--- config.mk ---
export PLATFORM = sky130hd
export DESIGN_NAME = branch_redirect_flat
export DESIGN_NICKNAME = d
export VERILOG_FILES = /design/src/rtl/branch_redirect_pkg.sv /design/src/rtl/branch_redirect_if.sv /design/src/rtl/branch_redirect_target_adder.sv /design/src/rtl/branch_redirect.sv /design/src/flat_wrapper.sv
export SDC_FILE = /design/constraint.sdc
export NUM_CORES = 1
export LEC_CHECK = 0
export CORE_MARGIN = 2
export CORE_UTILIZATION = 53
export CTS_BUF_LIST = sky130_fd_sc_hd__clkbuf_16
export DETAILED_ROUTE_END_ITERATION = 16
export PLACE_DENSITY = 0.94
export SYNTH_ARGS = -nofsm -noshare
export SYNTH_HDL_FRONTEND = slang
export SYNTH_HIERARCHICAL = 1
export SYNTH_SLANG_ARGS = --single-unit
--- constraint.sdc ---
create_clock -name clk -period 8.2 [get_ports clk]
set_input_delay 1.64 -clock clk [delete_from_list [all_inputs] [get_ports clk]]
set_output_delay 1.64 -clock clk [all_outputs]
set_load 0.02 [all_outputs]
--- src/rtl/branch_redirect_pkg.sv ---
// Shared definitions for the branch redirect block: FSM state encodings and
// the default offset scaling (word offset to byte offset).
package branch_redirect_pkg;

   typedef enum logic {
      REDIR_IDLE   = 1'b0,
      REDIR_ACTIVE = 1'b1
   } redirState_t;

   localparam int OFFSET_SHIFT_DEF = 2;

endpackage

--- src/rtl/branch_redirect_if.sv ---
// ID-to-fetch redirect bundle. The slave side is the redirect block; the
// master side is ID plus the consumers (PC mux, IF/ID, ID/EX). BRANCH_STATS_EN adds counters.
interface branch_redirect_if #(parameter int ADDR_W = 32);
   logic              brCond;
   logic              idValid;
   logic              freeze;
   logic [ADDR_W-1:0] idPcPlus4;
   logic [ADDR_W-1:0] idOffset;
   logic              redirectValid;
   logic [ADDR_W-1:0] redirectPC;
   logic              flushIFID;
   logic              killID;
   logic              busy;
`ifdef BRANCH_STATS_EN
   logic [31:0]       takenCount;
   logic [31:0]       squashCount;
`endif

   modport master (
      output brCond, idValid, freeze, idPcPlus4, idOffset,
      input  redirectValid, redirectPC, flushIFID, killID, busy
`ifdef BRANCH_STATS_EN
      , input takenCount, squashCount
`endif
   );

   modport slave (
      input  brCond, idValid, freeze, idPcPlus4, idOffset,
      output redirectValid, redirectPC, flushIFID, killID, busy
`ifdef BRANCH_STATS_EN
      , output takenCount, squashCount
`endif
   );
endinterface

--- src/rtl/branch_redirect_target_adder.sv ---
// Combinational branch/jump target: pcPlus4 + (offset << SHIFT), wrapping
// modulo 2^ADDR_W.
module branchTargetAdder #(
   parameter int ADDR_W = 32,
   parameter int SHIFT  = 2
) (
   input  logic [ADDR_W-1:0] pcPlus4,
   input  logic [ADDR_W-1:0] offset,
   output logic [ADDR_W-1:0] target
);
   assign target = pcPlus4 + (offset << SHIFT);
endmodule

--- src/rtl/branch_redirect.sv ---
// Registered branch resolution: turns a taken decision in ID into a one-shot
// PC redirect plus IF/ID flush and ID kill, held across freezes.
// Optional BRANCH_STATS_EN adds saturating taken/squash counters.
module branch_redirect
   import branch_redirect_pkg::*;
#(
   parameter int ADDR_W       = 32,
   parameter int OFFSET_SHIFT = OFFSET_SHIFT_DEF
) (
   input logic              clk,
   input logic              rst,
   branch_redirect_if.slave bus
);

   redirState_t       state, nextState;
   logic [ADDR_W-1:0] targetQ;
   logic [ADDR_W-1:0] targetD;
   logic              capture;
   logic              release_;

   branchTargetAdder #(.ADDR_W(ADDR_W), .SHIFT(OFFSET_SHIFT)) uAdder (
      .pcPlus4 (bus.idPcPlus4),
      .offset  (bus.idOffset),
      .target  (targetD)
   );

   always_ff @(posedge clk) begin
      if (rst) begin
         state   <= REDIR_IDLE;
         targetQ <= '0;
      end else begin
         state <= nextState;
         if (capture) targetQ <= targetD;
      end
   end

   // Capture is deferred while frozen: ID operands may still be stale.
   always_comb begin
      nextState = state;
      capture   = 1'b0;
      release_  = 1'b0;
      case (state)
         REDIR_IDLE: begin
            if (bus.idValid && bus.brCond && !bus.freeze) begin
               nextState = REDIR_ACTIVE;
               capture   = 1'b1;
            end
         end
         REDIR_ACTIVE: begin
            if (!bus.freeze) begin
               nextState = REDIR_IDLE;
               release_  = 1'b1;
            end
         end
         default: nextState = REDIR_IDLE;
      endcase
   end

   assign bus.busy          = (state == REDIR_ACTIVE);
   assign bus.redirectValid = bus.busy;
   assign bus.flushIFID     = bus.busy;
   assign bus.killID        = bus.busy;
   assign bus.redirectPC    = bus.busy ? targetQ : '0;

`ifdef BRANCH_STATS_EN
   logic [31:0] takenQ, squashQ;

   always_ff @(posedge clk) begin
      if (rst) begin
         takenQ  <= '0;
         squashQ <= '0;
      end else begin
         if (capture && takenQ != 32'hFFFF_FFFF) takenQ <= takenQ + 32'd1;
         if (release_) squashQ <= (squashQ >= 32'hFFFF_FFFD) ? 32'hFFFF_FFFF : squashQ + 32'd2;
      end
   end

   assign bus.takenCount  = takenQ;
   assign bus.squashCount = squashQ;
`else
   logic unusedRelease;
   assign unusedRelease = release_;
`endif

endmodule
--- src/flat_wrapper.sv ---
// flat-port wrapper written by rule: the top's interface ports become plain ports
module branch_redirect_flat import branch_redirect_pkg::*;
#(
   parameter int ADDR_W       = 32,
   parameter int OFFSET_SHIFT = OFFSET_SHIFT_DEF
)
  (clk, rst, bus_brCond, bus_idValid, bus_freeze, bus_idPcPlus4, bus_idOffset, bus_redirectValid, bus_redirectPC, bus_flushIFID, bus_killID, bus_busy);
  branch_redirect_if #(.ADDR_W(ADDR_W)) bus_i ();
  input logic clk;
  input logic rst;
  input wire logic [$bits(bus_i.brCond)-1:0] bus_brCond;
  input wire logic [$bits(bus_i.idValid)-1:0] bus_idValid;
  input wire logic [$bits(bus_i.freeze)-1:0] bus_freeze;
  input wire logic [$bits(bus_i.idPcPlus4)-1:0] bus_idPcPlus4;
  input wire logic [$bits(bus_i.idOffset)-1:0] bus_idOffset;
  output wire logic [$bits(bus_i.redirectValid)-1:0] bus_redirectValid;
  output wire logic [$bits(bus_i.redirectPC)-1:0] bus_redirectPC;
  output wire logic [$bits(bus_i.flushIFID)-1:0] bus_flushIFID;
  output wire logic [$bits(bus_i.killID)-1:0] bus_killID;
  output wire logic [$bits(bus_i.busy)-1:0] bus_busy;
  assign bus_i.brCond = bus_brCond;
  assign bus_i.idValid = bus_idValid;
  assign bus_i.freeze = bus_freeze;
  assign bus_i.idPcPlus4 = bus_idPcPlus4;
  assign bus_i.idOffset = bus_idOffset;
  assign bus_redirectValid = bus_i.redirectValid;
  assign bus_redirectPC = bus_i.redirectPC;
  assign bus_flushIFID = bus_i.flushIFID;
  assign bus_killID = bus_i.killID;
  assign bus_busy = bus_i.busy;
  branch_redirect #(.ADDR_W(ADDR_W), .OFFSET_SHIFT(OFFSET_SHIFT)) u_core (.clk(clk), .rst(rst), .bus(bus_i));
endmodule
==> metrics.csv <==
metric,value,unit
outcome,"complete, no violations",
io_pins,105,
worstSetupEndpointType,flop,
track_usage,25.8,%
dr.pass1.iters,5,
synth_edf_count,0,
synth_fp_nets,554,
synthArstFlopShare,0,%
cp_cell_sequence,"clkdlybuf4s50_1, ha_1, inv_1, fa_1, nand2b_1, a211oi_4, o21bai_2, a2111oi_4, o211ai_1, a221oi_2, nand2b_1, mux2i_1",
numCtsBuffers,5,
die_area,0.00757,mm^2
synthSimpleGateAreaFrac,29.8,%
finalSetupViolations,0,
vias_per_cell,5.86,
grt_max_degree,66,
slew_headroom,26.4,%
synth_area_leader_cell,dfxtp_1,
clk_pin_slew_worst_paths,0.05,ns
synthFlopType,dfxtp_1,
diodes,0,
num-nets-final,639,
final-hold-violation-count,0,
critPathSlowestCell,a2111oi_4,
cts.sinks,33,
cts_resized,0,
yosys.area.top_type_share,18.1,%
ys_ff_latch,33,
drv_cap,0,
syn_area_per_cell,8.03,um^2
skew,0.00521,ns
hpwl,7370,um
drc,0,
area_delta_synth_final,29.3,%
r2r-start,u_core/bus.busy$_SDFF_PP0_,
core_area,0.00672,mm^2
start_util,54.4,%
die_x,87.0,um
cts-root-buf,clkbuf_16,
htreeDepth,2,
synth_top_family_by_area,simple AND/OR/NAND/NOR gates,
synth_compound_area_share,20.7,%
cts_setup_buffers,0,
synth.distinct_cells,54,
routedWlPerCell,15.5,um
grt.overflow.total,0,
antenna_found_initial,0,
synth_fa_ha_area_share,10.5,%
crit_path_max_fanout,5,
critPathMaxStageDelay,0.51,ns
peakVddDrop,0.0000761,V
rsz0062_at_grt,no,
gp_congestion,0.951,
worstMarginPinSlew,1.10,ns
drive_above_1_share,4.44,%
grt_pass1_wl,15700,um
worst-path-buf-inv,2,
critPathKind,input pin to flop,
cp.depth,12,
synth_commonest_cells,"67 x nand2b_1, 34 x a21oi_1, 33 x dfxtp_1",
syn_inst,455,
worstRegToRegCells,2,
setup_tns,0,ns
crit_required,8.40,ns
cp-startpoint,bus_idOffset[0],
vias,3638,
critPathTopFamily,compound AO/OA/AOI/OAI gates,
drtIter0Drc,283,
period_share,54.2,%
holdBufCountCts,0,
rows,30,
clkLatencyLatePin,0.28,ns
slew_violations,0,
layout_min_cycle_time,4.44,ns
ys_seq_area_share,18.1,%
cts_tree,yes,
ant_nets,0,
cts.path.max_buffers,2,
grt_pass1_vias,3417,
synthTopCellsByArea,"dfxtp_1 18%, nand2b_1 11%, ha_1 9.9%, mux2i_1 8.8%, and2_1 5.5%",
leakagePower,1.79,nW
synth_warnings,6,
worst_path_most_repeated_cell,nand2b_1,
critical_path.endpoint,u_core/targetQ[26]$_SDFFE_PP0P_,
port_buffers,102,
yosysMostFrequentCell,nand2b_1,
fmax,0.225,GHz
cp.arrival,4.64,ns
rrSetupSlack,5.96,ns
die-height,87.0,um
n_fill_cell,506,
power,0.000582,W
setup.worst_path.start_class,input pin,
syn_area,0.00365,mm^2
hold_class,flop to flop,
r2r_end,u_core/targetQ[12]$_SDFFE_PP0P_,
muxShareOfSynthArea,9.39,%
power_density,123,mW/mm^2
wl,9600,um
synthXorXnorAreaFrac,5.52,%
registers in the layout, summed over array words and instances (netlist names):
| register | flops |
|---|---|
| u_core/targetQ | 32 |
| u_core/bus.busy | 1 |
worst min-delay path by stage:
stage,from,to,slack [ns],cells past startpoint
global route,u_core/targetQ[26]$_SDFFE_PP0P_,u_core/targetQ[26]$_SDFFE_PP0P_,0.50,2
global placement,u_core/targetQ[24]$_SDFFE_PP0P_,u_core/targetQ[24]$_SDFFE_PP0P_,0.45,2
CTS,u_core/targetQ[16]$_SDFFE_PP0P_,u_core/targetQ[16]$_SDFFE_PP0P_,0.47,2
finish,u_core/targetQ[0]$_SDFFE_PP0P_,u_core/targetQ[0]$_SDFFE_PP0P_,0.47,2
floorplan,u_core/targetQ[29]$_SDFFE_PP0P_,u_core/targetQ[29]$_SDFFE_PP0P_,0.44,2
detailed placement,u_core/targetQ[16]$_SDFFE_PP0P_,u_core/targetQ[16]$_SDFFE_PP0P_,0.46,2
cell usage in the layout, fill, tap and decap left out, types with 4 or more instances in the layout:
| cell type | netlist | routed |
|---|---|---|
| o21a_1 | 11 | 11 |
| dfxtp_1 | 33 | 33 |
| clkdlybuf4s50_1 | 0 | 102 |
| o21ai_0 | 19 | 19 |
| clkbuf_16 | 0 | 5 |
| nor2_1 | 29 | 29 |
| xor2_1 | 10 | 10 |
| nand4_1 | 6 | 6 |
| inv_1 | 6 | 7 |
| o211ai_1 | 7 | 7 |
| and2_1 | 32 | 32 |
| nor4_1 | 4 | 4 |
| a21o_1 | 4 | 4 |
| ha_1 | 29 | 29 |
| a21oi_1 | 34 | 34 |
| a31oi_1 | 5 | 5 |
| nand2b_1 | 67 | 67 |
| a211oi_1 | 7 | 7 |
| nand2_1 | 27 | 27 |
| mux2i_1 | 32 | 32 |
| nor3_1 | 6 | 6 |
| xnor2_1 | 13 | 13 |
| nor2b_1 | 4 | 4 |
worst min-delay path: cells and delay by family (launching register included):
kind | cells | cell delay, ns
DFF | 1 | 0.30
muxes | 1 | 0.06
and+or+nand+nor | 1 | 0.06
cell families (layout without fill, tap and decap cells):
| kind of cell | count (synthesis) | count (layout) |
|---|---|---|
| AOI/OAI and AO/OA | 109 | 109 |
| xor gates and xnor gates | 23 | 23 |
| adders and majority gates | 30 | 30 |
| buffers and inverters | 31 | 117 |
| DFF | 33 | 33 |
| muxes | 34 | 34 |
| and+or+nand+nor | 195 | 195 |
area by class of cell:
type | count | area [um^2] | area share (%)
Inverter | 6 | 22.5 | 0.477
Clock buffer | 5 | 125 | 2.65
Sequential cell | 33 | 661 | 14.0
Clock inverter | 3 | 13.8 | 0.291
Timing Repair Buffer | 103 | 1030 | 21.8
Tap cell | 80 | 100 | 2.12
Multi-Input combinational cell | 391 | 2770 | 58.7
power by group:
part	leakage [nW]	internal [W]	switching [W]
clock	0.0748	0.000110	0.0000647
combinational	1.45	0.000109	0.000125
sequential	0.268	0.000169	0.00000540
metrics by stage:
step | worst slack, ns | area, um^2 | hold slack (ns) | std cells | util (%)
floorplan | 4.33 | 3650 | 0.444 | 455 | -
global placement | 3.58 | 4580 | 0.454 | 613 | 68.2
detailed placement | 3.52 | 4580 | 0.458 | 613 | 68.2
CTS | 3.79 | 4720 | 0.473 | 621 | 70.3
global route | 3.62 | 4720 | 0.497 | 621 | 70.3
finish | 3.76 | 4720 | 0.473 | 621 | 70.3
metal layers:
metal / part of all wire, % / global-route usage, % / up-vias
met5: 0 / 0 / -
met4: 1.7 / 7.81 / 0
met3: 5.6 / 2.37 / 15
met2: 51 / 47.9 / 154
met1: 41 / 31.0 / 1690
li1: - / - / 1779
Power figures use the tool's default switching activity.
